### src/rtl/pipe_stage_reg.sv
// Reusable pipeline stage register: valid/ready handshake, optional two-entry skid
// buffer, synchronous flush, and NOP zeroing of the output payload.
module pipe_stage_reg #(
  parameter int WIDTH   = 64,
  parameter bit SKID_EN = 1'b1
) (
  input  logic             CLK,
  input  logic             RST,
  input  logic             flush,
  input  logic             in_valid,
  output logic             in_ready,
  input  logic [WIDTH-1:0] in_data,
  output logic             out_valid,
  input  logic             out_ready,
  output logic [WIDTH-1:0] out_data,
  output logic [1:0]       occupancy
);

  logic             headValid;
  logic [WIDTH-1:0] headData;
  logic             push;
  logic             pop;

  assign push      = in_valid & in_ready;
  assign pop       = headValid & out_ready;
  assign out_valid = headValid;
  // An empty stage presents all zeros so downstream decodes a NOP.
  assign out_data  = headValid ? headData : '0;

  generate
    if (SKID_EN) begin : gSkid
      typedef enum logic [1:0] {
        EMPTY = 2'd0,
        ONE   = 2'd1,
        TWO   = 2'd2
      } FillState;

      FillState         state;
      FillState         stateNext;
      logic [WIDTH-1:0] skidData;
      logic [WIDTH-1:0] headNext;
      logic [WIDTH-1:0] skidNext;
      logic             readyReg;

      always_comb begin
        stateNext = state;
        headNext  = headData;
        skidNext  = skidData;
        if (flush) begin
          stateNext = EMPTY;
          headNext  = '0;
          skidNext  = '0;
        end else begin
          case (state)
            EMPTY: begin
              if (push) begin
                stateNext = ONE;
                headNext  = in_data;
              end
            end
            ONE: begin
              if (push && !pop) begin
                stateNext = TWO;
                skidNext  = in_data;
              end else if (pop && !push) begin
                stateNext = EMPTY;
                headNext  = '0;
              end else if (push && pop) begin
                headNext  = in_data;
              end
            end
            TWO: begin
              // in_ready is low here, so only a pop can move the stage.
              if (pop) begin
                stateNext = ONE;
                headNext  = skidData;
                skidNext  = '0;
              end
            end
            default: begin
              stateNext = EMPTY;
              headNext  = '0;
              skidNext  = '0;
            end
          endcase
        end
      end

      // Ready is registered from the next fill level, so it is low exactly while full.
      always_ff @(posedge CLK or posedge RST) begin
        if (RST) begin
          state    <= EMPTY;
          headData <= '0;
          skidData <= '0;
          readyReg <= 1'b1;
        end else begin
          state    <= stateNext;
          headData <= headNext;
          skidData <= skidNext;
          readyReg <= (stateNext != TWO);
        end
      end

      assign headValid = (state != EMPTY);
      assign in_ready  = readyReg;
      assign occupancy = state;
    end else begin : gSingle
      logic validReg;

      always_ff @(posedge CLK or posedge RST) begin
        if (RST) begin
          validReg <= 1'b0;
          headData <= '0;
        end else if (flush) begin
          validReg <= 1'b0;
          headData <= '0;
        end else if (push) begin
          validReg <= 1'b1;
          headData <= in_data;
        end else if (pop) begin
          validReg <= 1'b0;
          headData <= '0;
        end
      end

      assign headValid = validReg;
      assign in_ready  = !validReg | out_ready;
      assign occupancy = {1'b0, validReg};
    end
  endgenerate

endmodule

### config.mk
export PLATFORM = sky130hd
export DESIGN_NAME = pipe_stage_reg
export DESIGN_NICKNAME = d
export VERILOG_FILES = /design/src/rtl/pipe_stage_reg.sv
export SDC_FILE = /design/constraint.sdc
export NUM_CORES = 1
export LEC_CHECK = 0
export CORE_MARGIN = 4
export CORE_UTILIZATION = 45
export CTS_CLUSTER_DIAMETER = 50
export DETAILED_ROUTE_END_ITERATION = 16
export DONT_BUFFER_PORTS = 1
export PLACE_DENSITY = 0.67
export REMOVE_ABC_BUFFERS = 1
export SLEW_MARGIN = 20
export SYNTH_ARGS = -nofsm -noshare
export SYNTH_HDL_FRONTEND = slang
export SYNTH_SLANG_ARGS = --single-unit
### constraint.sdc
create_clock -name CLK -period 4.4 [get_ports CLK]
set_input_delay 0.88 -clock CLK [delete_from_list [all_inputs] [get_ports CLK]]
set_output_delay 0.88 -clock CLK [all_outputs]
set_load 0.01 [all_outputs]
After elaboration in Yosys (flattened, before gate mapping)

Index checks and enable logic that the tools add are counted.

Add/sub/neg operators: 0
Multipliers: 0
Div/mod/pow operators: 0
Order comparisons: 0
Equal/unequal tests: 9
Shifts and indexed selects: 0
Multiplexer cells: 18
Bitwise logic cells: 2
Reductions and logical operators: 9

Operator list:

| operator                                                               | number |
|---|---|
| 64-bit two-way mux                                                     | 10 |
| 64-bit one-hot mux with 3 select lines                                 | 2 |
| 3-bit != test (second input constant)                                  | 4 |
| 2-bit two-way mux                                                      | 5 |
| 2-bit one-hot mux with 3 select lines                                  | 1 |
| 2-bit != test (second input constant)                                  | 2 |
| 4-bit != test (second input constant)                                  | 1 |
| 4-bit AND reduction                                                    | 1 |
| 1-bit logical AND                                                      | 3 |
| 3-bit AND reduction                                                    | 1 |
| 1-bit AND                                                              | 2 |
| 2-bit by 1-bit equality test with 1-bit output (second input constant) | 1 |
| 2-bit equality test (second input constant)                            | 1 |
| 1-bit logical NOT                                                      | 2 |
| 2-bit logical NOT                                                      | 1 |
| 2-bit nonzero test                                                     | 1 |

Register bits after elaboration: 131
Latch bits: 0
Bits in writable memories: 0
Bits in read-only memories: 0
Input bits: 69
Output and inout port bits: 68
Word-level logic and storage cells: 42
Memories: 0

Depth between registers and ports, before layout

Depth in word-level cells: 8
Depth in mapped cells: 7
Depth with buffers taken out: 4

Least setup slack after synthesis

No wires, ideal clock.

Kind: reg2out
Start: register gSkid.state[1] (netlist: occupancy[1])
End: output out_data[10]
Arrival: 1,366 ps
Setup slack: 2,154 ps
Stages on the path, launching flop included: 6
Buffers on the path: 3
Path through: dfrtp_1 buf_2 nor2_1 clkbuf_1 clkbuf_1 nor2b_1

Longest elaborated chain between the ends: 2

RTL lines:

| element                  | line | RTL |
|---|---|---|
| start: declaration       | 38   | `FillState state;` |
| start signal: assignment | 97   | `state <= stateNext;` |
| 2-bit nonzero test       | 104  | `assign headValid = (state != EMPTY);` |
| 64-bit two-way mux       | 28   | `assign out_data = headValid ? headData : '0;` |
| end: declaration         | 15   | `output logic [WIDTH-1:0] out_data,` |

No other way between the ends.

Worst setup path after layout

Start: register gSkid.state[0] (netlist: occupancy[0])
End: output out_data[16]

Same word-level chain as after synthesis.

==> summary.txt <==
Synth
  – Synth Register Bits: 131
  – Post-Syn Area per Cell: 9.26 sq um
  – Yosys top cell by area: dfrtp_1
  – Post-Synthesis Cells: 724
  – Synth Warn #: 0
  – Sequential-to-total area share from yosys stat: 48.9%
  – Yosys top cell area share: 48.5%
  – Netlist cell types: 29
  – Area contributors post-synth: dfrtp_1, mux2_2, nor2b_1
  – Post-synthesis cell area: 6710 sq um

Worst hold path
  – Worst hold path type: flop to flop

Power
  – Leak Pwr: 2.98 nW
  – Share of power burned in registers: 43.1%
  – Combinational share of power: 12.6%
  – Psw: 803 uW
  – Pwr per Cell Area: 432 nW/um^2
  – Internal power: 2.36 mW
  – Clock group share of total power: 44.3%
  – Sw frac: 25.4%
  – Peak VDD IR: 0.248 mV

Drt
  – Wire per inst: 17.8 microns
  – Total wire length: 15.6 mm
  – Via density: 5.70
  – Drt first-iter violations: 319
  – DRT Pass-1 Iters: 4
  – DRC errors left: 0
  – Post-route ant nets: 0
  – Vias: 5,006

Global routing
  – Initial antenna violation count: 0
  – Number of global-route vias before repair: 4,921
  – GRT Total Usage: 19.0%
  – First-pass GRT wire length: 25.5 mm
  – Largest net degree at the start of global routing: 99
  – Total grt overflow: 0

Floorplan
  – DIE AREA: 16,900 sq um
  – Die Wd: 130 microns
  – I/O pin cnt: 137
  – Initial core utilization: 46.0%
  – Std-Cell Rows: 44
  – CORE AREA: 14,600 sq um
  – Die Span Y: 130 microns

Placement
  – Final Wtd Congestion: 0.800
  – Dpl hpwl: 9.76 mm
  – Placed Cells: 848
  – Port bufs: 0
  – Post-place instance area: 6740 sq um

Outcome
  – Status: finished, final reports clean

Final layout
  – Final instance area: 7320 sq um
  – Commonest non-fill, non-tap cell in the layout: dfrtp_1
  – Fraction of layout cells with a size suffix above 1: 14.1%
  – Area delta synth->final: 9.20%
  – # diodes: 0
  – Fillcell total: 1,356
  – Most frequent cells in the layout: dfrtp_1, nor2b_1, nand2_1, a21oi_1, nor2_1
  – Post-layout nets: 752
  – Post-route insts no fill: 879
  – Fin util: 50.2%

CTS
  – Clock Sinks: 131
  – Worst skew pair latency: 0.41 ns
  – Max clock buf depth: 2
  – CTS buffer count: 17
  – CTS Root Cell: clkbuf_16
  – Setup Fix Bufs, Post-CTS: 0
  – CTS Hold Bufs: 0
  – CTS H-tree depth: 4
  – Clk slew on worst S/H paths: 0.05 ns
  – TritonCTS clock tree: built
  – Post-cts sizing count: 0

Setup path
  – Startpoint Class: flop
  – Crit-path max FO: 33
  – Slowest CP cell: nor2_4
  – WP data required: 3.52 ns
  – CP Cell Sequence: nor2_4 > buf_4 > nor2b_1
  – CP endpoint kind: primary output
  – CP Class: flop to primary output
  – Worst EP arrival: 2.30 ns
  – Critical R2R Launch: occupancy[1]
  – RR Endpoint: headData[50]
  – R2r setup slk: 1.63 ns
  – Reg2reg path depth: 5
  – Worst Setup EP: out_data[16]
  – CP Launch Point: occupancy[0]
  – CP peak stage delay: 0.66 ns

STA
  – Max Clock Skew: 0.0109 ns
  – Worst Tran Pin Value: 1.11 ns
  – Fin crit period: 3.18 ns
  – Fin crit share: 72.2%
  – Relative slew slack: 26.0%
  – Final setup violation count: 0
  – Fmax: 315 MHz
  – Setup_tns: 0 ns
  – Slew Viols, Final: 0
  – Fin. Hold Viols: 0
  – RSZ-0062 raised after global routing: no
  – WHS: 0.493 ns

Flow run
  – # Max-Cap Violations: 0
metrics by stage:
step	total power [mW]	setup WS, ns
final	3.16	1.22
after global routing	3.31	1.04
after CTS	3.19	1.17
after detailed placement	1.79	1.61
after global placement	1.77	1.58
after floorplan	1.70	-1.82
synthesized netlist by cell type, drive strengths merged:
cell / number
buf: 44
a211oi: 1
a211o: 1
nand2: 65
a2bb2oi: 1
inv: 4
o21ai: 65
o22ai: 1
and3b: 1
clkbuf: 27
nor3b: 1
mux2: 50
xor2: 1
a22oi: 50
a21boi: 1
a32oi: 14
nand4b: 1
dfrtp: 130
dfstp: 1
nor2b: 67
o311ai: 1
nand2b: 1
nor2: 67
nand3: 64
a21oi: 65
cells by family (layout without fill, tap and decap cells):
logic type	Yosys count	in the layout	share of synthesized area, %
AOI/OAI and AO/OA	200	200	18.0
xor gates and xnor gates	1	1	0.131
buffers and inverters	75	46	5.60
DFF	131	131	48.9
muxes	50	50	8.40
and+or+nand+nor	267	267	19.0
worst max-delay path: cells and delay by family, from the launching register on:
| family | cells | cell delay, ns |
|---|---|---|
| and+or+nand+nor | 2 | 0.81 |
| DFF | 1 | 0.61 |
| buffers and inverters | 1 | 0.44 |
final cells by class:
| class | count | area (sq um) | share of cell area (%) |
|---|---|---|---|
| Clock inverter | 4 | 70.1 | 0.957 |
| Timing Repair Buffer | 11 | 103 | 1.40 |
| Clock buffer | 27 | 513 | 7.00 |
| Inverter | 4 | 20.0 | 0.273 |
| Multi-Input combinational cell | 518 | 3100 | 42.4 |
| Tap cell | 184 | 230 | 3.14 |
| Sequential cell | 131 | 3280 | 44.8 |
worst min-delay path by stage:
stage / end / slack [ns] / start / depth (start not counted)
2_1_floorplan: gSkid.skidData[37] / 0.46 / gSkid.skidData[37] / 2
3_3_place_gp: gSkid.skidData[51] / 0.48 / gSkid.skidData[51] / 2
3_5_place_dp: gSkid.skidData[38] / 0.49 / gSkid.skidData[38] / 2
4_1_cts: gSkid.skidData[43] / 0.50 / gSkid.skidData[43] / 2
5_1_grt: occupancy[0] / 0.52 / flush / 1
6_report: gSkid.skidData[43] / 0.49 / gSkid.skidData[43] / 2
state kept, by name, summed over array words and instances (netlist names):
name,flops
gSkid.skidData,64
occupancy,2
headData,64
in_ready,1
metal layers:
metal	part of all wire [%]	track usage, %
met1	43	25.1
met2	48	29.8
met3	7.3	6.26
met4	1.2	6.30
met5	0	0
power by group through the flow:
stage | clock (mW) | sequential, mW | combinational (mW)
finish | 1.40 | 1.36 | 0.399
floorplan | 0 | 1.37 | 0.331
detailed placement | 0 | 1.38 | 0.405
global route | 1.48 | 1.38 | 0.453
CTS | 1.42 | 1.36 | 0.406
global placement | 0 | 1.38 | 0.393
(Power assumes the default switching activity.)
